==> src/rtl/mix_pkg.sv <==
// Shared constants, types and FSM encoding for the mix_chk frame checker.
package mix_pkg;

  localparam int unsigned NWORDS  = 8;
  localparam int unsigned NSTAGES = 8;

  typedef logic [31:0] word_t;
  typedef word_t [NWORDS-1:0] ostate_t;

  localparam word_t A7 [NWORDS] = '{32'd2, 32'd3, 32'd5, 32'd7, 32'd11, 32'd13, 32'd17, 32'd19};
  localparam word_t B7 [NWORDS] = '{32'd3, 32'd5, 32'd7, 32'd11, 32'd13, 32'd17, 32'd19, 32'd23};
  localparam word_t A8 [NWORDS] = '{32'd2, 32'd3, 32'd3, 32'd3, 32'd5, 32'd13, 32'd35, 32'd87};
  localparam word_t B8 [NWORDS] = '{32'd0, 32'd1, 32'd8, 32'd27, 32'd64, 32'd125, 32'd216, 32'd343};

  typedef enum logic [1:0] {
    COMPUTE,
    COLLECT,
    REPORT
  } fsm_t;

endpackage

==> src/rtl/mix_chk_step.sv <==
// mix_step: one round step (stage, idx) of the mixing function; purely combinational,
// so a stimulus generator can reuse it to produce matching frames.
module mix_step
  import mix_pkg::*;
(
  input  logic [2:0] stage,
  input  logic [2:0] idx,
  input  ostate_t    o,
  output word_t      o_new
);

  logic [2:0] im1, im2, ip1, ip2, ip3, ip4, ip5;
  word_t cur;

  always_comb begin
    // 3-bit index arithmetic gives the mod-8 neighbour wrap for free
    im1 = idx - 3'd1;
    im2 = idx - 3'd2;
    ip1 = idx + 3'd1;
    ip2 = idx + 3'd2;
    ip3 = idx + 3'd3;
    ip4 = idx + 3'd4;
    ip5 = idx + 3'd5;
    cur = o[idx];
    o_new = cur;
    case (stage)
      3'd0: o_new = cur + {29'd0, idx};
      3'd1: o_new = cur + o[im1];
      3'd2: o_new = cur + o[ip1] - o[ip5];
      3'd3: o_new = cur ^ (o[ip3] << 16);
      3'd4: o_new = cur - (o[ip2] >> 17) + (o[ip4] >> 12);
      3'd5: o_new = cur + o[im1] - o[im2];
      3'd6: o_new = cur * A7[idx] + B7[idx];
      3'd7: o_new = cur * A8[idx] + B8[idx];
      default: o_new = cur;
    endcase
  end

endmodule

==> config.mk <==
export PLATFORM = sky130hd
export DESIGN_NAME = mix_step
export DESIGN_NICKNAME = d
export VERILOG_FILES = /design/src/rtl/mix_pkg.sv /design/src/rtl/mix_chk_step.sv
export SDC_FILE = /design/constraint.sdc
export NUM_CORES = 2
export LEC_CHECK = 0
export ABC_AREA = 1
export BUFFER_PORTS_ARGS = -buffer_cell sky130_fd_sc_hd__buf_2
export CAP_MARGIN = 10
export CORE_UTILIZATION = 52
export DETAILED_ROUTE_END_ITERATION = 8
export GPL_TIMING_DRIVEN = 1
export PLACE_DENSITY = 0.78
export SETUP_SLACK_MARGIN = 0.4
export SLEW_MARGIN = 20
export SYNTH_ARGS = -nofsm -noshare
export SYNTH_HDL_FRONTEND = slang
export SYNTH_SLANG_ARGS = --single-unit
export TNS_END_PERCENT = 10
==> constraint.sdc <==
create_clock -name vclk -period 24.5
set_clock_uncertainty 0.1 [all_clocks]
set_input_delay 2.45 -clock vclk [all_inputs]
set_output_delay 2.45 -clock vclk [all_outputs]
set_load 0.005 [all_outputs]
### Word level (Yosys, flattened, before mapping)

Memories as Yosys holds them, arrays and structs flattened.
Cells that the tools add are included.

* magnitude comparators: 9
* eq/ne operators: 7
* add/sub/neg operators: 16
* multiplexer cells: 25
* multiply operators: 2
* reduce and logical (&&, ||, !) cells: 1
* bitwise gates (word level): 2

Operators with widths (number)
* binary-select mux 32 bit (select 3 bit): 8
* 2-to-1 mux 32 bit: 15
* case mux 32 bit (8 select lines): 1
* adder 32 bit: 4
* multiplier 32 x 32 -> 32 bit: 2
* subtractor 32 bit: 2
* adder 32 x 20 -> 32 bit: 1
* adder 32 x 3 -> 32 bit: 1
* less-than comparator 3 x 4 -> 1 bit, second input constant: 8
* subtractor 32 x 15 -> 32 bit: 1
* bitwise XOR 32 bit: 1
* 2-to-1 mux 16 bit: 1
* equality test 3 bit, second input constant: 4
* adder 3 x 2 -> 3 bit, second input constant: 2
* adder 3 bit, second input constant: 2
* equality test 3 x 2 -> 1 bit, second input constant: 2
* >= comparator 4 bit, second input constant: 1
* NOT 3 -> 4 bit: 1
* adder 3 x 1 -> 3 bit, second input constant: 1
* equality test 3 x 1 -> 1 bit, second input constant: 1
* logical NOT 3 bit: 1
* subtractor 3 x 1 -> 3 bit, second input constant: 1
* subtractor 3 x 2 -> 3 bit, second input constant: 1

* memories kept: 4
* memory bits (read-only): 1024
* register bits after elaboration: 0
* word-level logic and storage cells: 66

Memories
* (no name shown): depth 8, bits a word 32, rd ports 1, clocked after memory_dff 0, wr ports 0, RTL line mix_chk_step.sv:34 `3'd7: o_new = cur * A8[idx] + B8[idx];`
* (no name shown): depth 8, bits a word 32, rd ports 1, clocked after memory_dff 0, wr ports 0, RTL line mix_chk_step.sv:33 `3'd6: o_new = cur * A7[idx] + B7[idx];`
* (no name shown): depth 8, bits a word 32, rd ports 1, clocked after memory_dff 0, wr ports 0, RTL line mix_chk_step.sv:33
* (no name shown): depth 8, bits a word 32, rd ports 1, clocked after memory_dff 0, wr ports 0, RTL line mix_chk_step.sv:34

### Longest topological paths before layout

* depth in word-level cells: 7
* mapped depth: 41
* depth with buffers taken out: 36

### Least setup slack after synthesis

OpenSTA, ideal clock, no wires.

* path kind: input to output
* start point: input port idx[1]
* end point: output port o_new[25]
* arrival: 9.123 ns
* slack: 12.827 ns
* stages: 31
* cell sequence: inv_1 -> buf_2 -> clkbuf_1 -> clkbuf_1 -> buf_1 -> ha_1 -> clkbuf_1 -> clkbuf_1 -> nor2_1 -> ha_1 -> inv_1 -> fa_1 -> inv_1 -> fa_1 -> fa_1 -> ha_1 -> ha_1 -> inv_1 -> fa_1 -> inv_1 -> ha_1 -> a21oi_1 -> o21ai_0 -> a21oi_1 -> nand3_1 -> a21o_1 -> or2_2 -> nand3_1 -> nand2_1 -> nor2_1 -> nand3_1

* cells in the longest elaborated chain, start to end: 7

RTL lines
* start, declared: RTL line mix_chk_step.sv:7 `input logic [2:0] idx,`
* NOT 3 -> 4 bit (not written as such): RTL line mix_chk_step.sv:33, mix_chk_step.sv:34
* memory read (8 x 32 bit), on equally long branches
* 2-to-1 mux 32 bit, on equally long branches (2 in a row): RTL line mix_chk_step.sv:34, mix_chk_step.sv:33
* multiplier 32 x 32 -> 32 bit, on equally long branches: RTL line mix_chk_step.sv:34, mix_chk_step.sv:33
* adder 32 bit, on equally long branches: RTL line mix_chk_step.sv:34, mix_chk_step.sv:33
* case mux 32 bit (8 select lines) (*): RTL line mix_chk_step.sv:26 `case (stage)`
* end, declared: RTL line mix_chk_step.sv:9 `output word_t o_new`

Every way passes the cells marked *; elsewhere a longest branch is shown, timed or not. The select of a mux whose other input is x is not followed.

### Final worst setup path

* start point: input port idx[0]
* end point: output port o_new[23]

Same word-level chain as after synthesis.

==> summary.md <==
| Metric | Value |
|---|---|
| Fin nets | `6609` |
| Routed vias | `39700` |
| Largest net degree at the start of global routing | `163` |
| Met3 wire length | `20.1 mm` |
| Distinct cells, synth | `61` |
| Gate Count Post-Synth | `5515` |
| Max Slew Vio Count | `0` |
| # rows | `91` |
| Endpoint type of the worst setup path | `output port` |
| Worst Max-Slew Pin Slew | `1.34 ns` |
| CORE AREA | `62200 um^2` |
| Hold Crit Class | `in -> out` |
| Register area share after synthesis | `0%` |
| WL final | `157 mm` |
| Final hold vios | `0` |
| Chip Height | `254 um` |
| Final hold slack | `5.62 ns` |
| WP data required | `21.95 ns` |
| CTS resizes | `0` |
| Crit Path Category | `in -> out` |
| IO Count | `294` |
| Mapped Nets | `6465` |
| TritonRoute pass-1 iters | `7` |
| Routed length per placed instance | `24.1 um` |
| Arrival time of the worst setup path | `11.36 ns` |
| Overflow after GRT | `0` |
| FF/Latch Area | `0 um^2` |
| Final ANT Viol Nets | `0` |
| CP max stage delay | `0.84 ns` |
| Fmax | `71.9 MHz` |
| Sequential cell count | `0` |
| Unrepaired setup endpoints after global routing | `false` |
| Die Width | `254 um` |
| Finish-stage setup viols | `0` |
| Vias/cell | `6.11` |
| Post-DP HPWL | `133 mm` |
| CTS Hold Bufs | `0` |
| Placer Congestion | `1.12` |
| Syn. warnings | `0` |
| Total negative slack | `0 ns` |
| Startpoint types | `input pin` |
| Initial antenna violation count | `3` |
| Area growth syn-to-layout | `6.05%` |
| First-pass GRT wire length | `228 mm` |
| CP max-delay cell | `buf_4` |
| # DRC | `0` |
| Routed met1 length | `62.9 mm` |
| Post-CTS Repair Setup Buffers | `0` |
| Worst Path Max Fanout | `162` |
| Status | `complete, no violations` |
| Max transition margin | `9.86%` |
| Max-cap violations | `0` |
| Clock buffer count | `0` |
| Layout Utilization | `56.3%` |
| Cell Area, Synth | `33000 um^2` |
| Gr usage total | `47.9%` |
| Max Used Layer | `met5` |
| Avg Synthesized Cell Area | `5.98 um^2` |
| Most used cell, CP | `fa_1` |
| Layout cells sized above 1 | `8.43%` |
| Area of the die | `64500 um^2` |
| Port-buffer cells | `294` |
| Period utilisation layout | `56.8%` |
| DR iter-0 viols | `5319` |
| Vias in the first global route | `36600` |
| Min Tclk post-route | `13.91 ns` |
| Routed wl met2 | `62.1 mm` |
| Starting Density | `53.1%` |
==> final timing paths <==
kind,startpoint,endpoint,slack [ns],cells past startpoint
worst max-delay path,idx[0],o_new[23],10.59,33
worst min-delay path,stage[2],o_new[12],5.62,7
==> stage by stage <==
| stage | cells | area [um^2] | setup WS (ns) |
|---|---|---|---|
| 2_1_floorplan | 5515 | 33000 | 12.83 |
| 3_3_place_gp | 6491 | 35000 | 11.08 |
| 3_5_place_dp | 6491 | 35000 | 10.89 |
| 4_1_cts | 6491 | 35000 | 10.87 |
| 5_1_grt | 6494 | 35000 | 10.25 |
| 6_report | 6497 | 35000 | 10.59 |
==> worst max-delay path: cells and delay by family <==
family / cells / cell delay (ns)
compound gates: 6 / 1.05
fa+ha+maj: 8 / 3.32
simple gates: 11 / 2.06
buf+inv: 8 / 2.36
==> cells in the mapped netlist (19+ instances only) <==
cell type | n | area [um^2]
nor2_1 | 515 | 1930
ha_1 | 413 | 5170
a21oi_1 | 311 | 1560
a21boi_0 | 19 | 143
buf_4 | 19 | 143
buf_1 | 20 | 75.1
or2_2 | 43 | 269
o21bai_1 | 26 | 195
nor3_1 | 47 | 235
a31oi_1 | 30 | 188
fa_1 | 275 | 5510
clkbuf_1 | 107 | 402
o21ai_1 | 65 | 325
buf_2 | 46 | 230
nand4_1 | 60 | 375
a21o_1 | 33 | 248
nand3b_1 | 26 | 195
inv_1 | 783 | 2940
nand3_1 | 287 | 1440
nand2_1 | 1442 | 5410
o211ai_1 | 20 | 150
mux2i_1 | 91 | 911
xor2_1 | 38 | 333
o21ai_0 | 588 | 2940
==> cells by family (layout without fill, tap and decap cells) <==
group / Yosys count / count (layout) / share of synthesized area (%)
compound gates: 1177 / 1177 / 19.7
xor+xnor: 50 / 50 / 1.33
fa+ha+maj: 688 / 688 / 32.3
buf+inv: 1015 / 1157 / 12.2
mux: 91 / 91 / 2.76
other cells: 1 / 4 / 0.0114
simple gates: 2493 / 2493 / 31.7
==> area by class of cell <==
class,instances,area (um^2)
fillers,6401,27200
well taps,837,1050
diodes,3,7.51
inverters,812,3060
repair buffers,345,1870
multi-input cells,4500,29000
==> metal layers <==
| metal | vias up | track usage [%] |
|---|---|---|
| li1 | 18300 | - |
| met1 | 18300 | 63.4 |
| met2 | 2539 | 68.6 |
| met3 | 560 | 13.8 |
| met4 | 2 | 28.5 |
| met5 | - | 0 |
==> placed cells by master (no fill, tap or decap), types with 13 or more instances in the layout <==
master,count
a21oi_1,310
nand4_1,60
o21ai_0,578
fa_1,275
a31oi_1,30
or2_2,43
a211oi_1,16
nor3_1,42
a21boi_0,19
nand3_1,287
o21a_1,15
xor2_1,38
nand2_2,13
o21bai_1,26
nor2_1,514
buf_2,292
ha_1,410
buf_4,51
o211ai_1,20
nand2_1,1442
a21o_1,33
mux2i_1,91
inv_1,782
inv_2,15
o21ai_1,75
nand3b_1,26
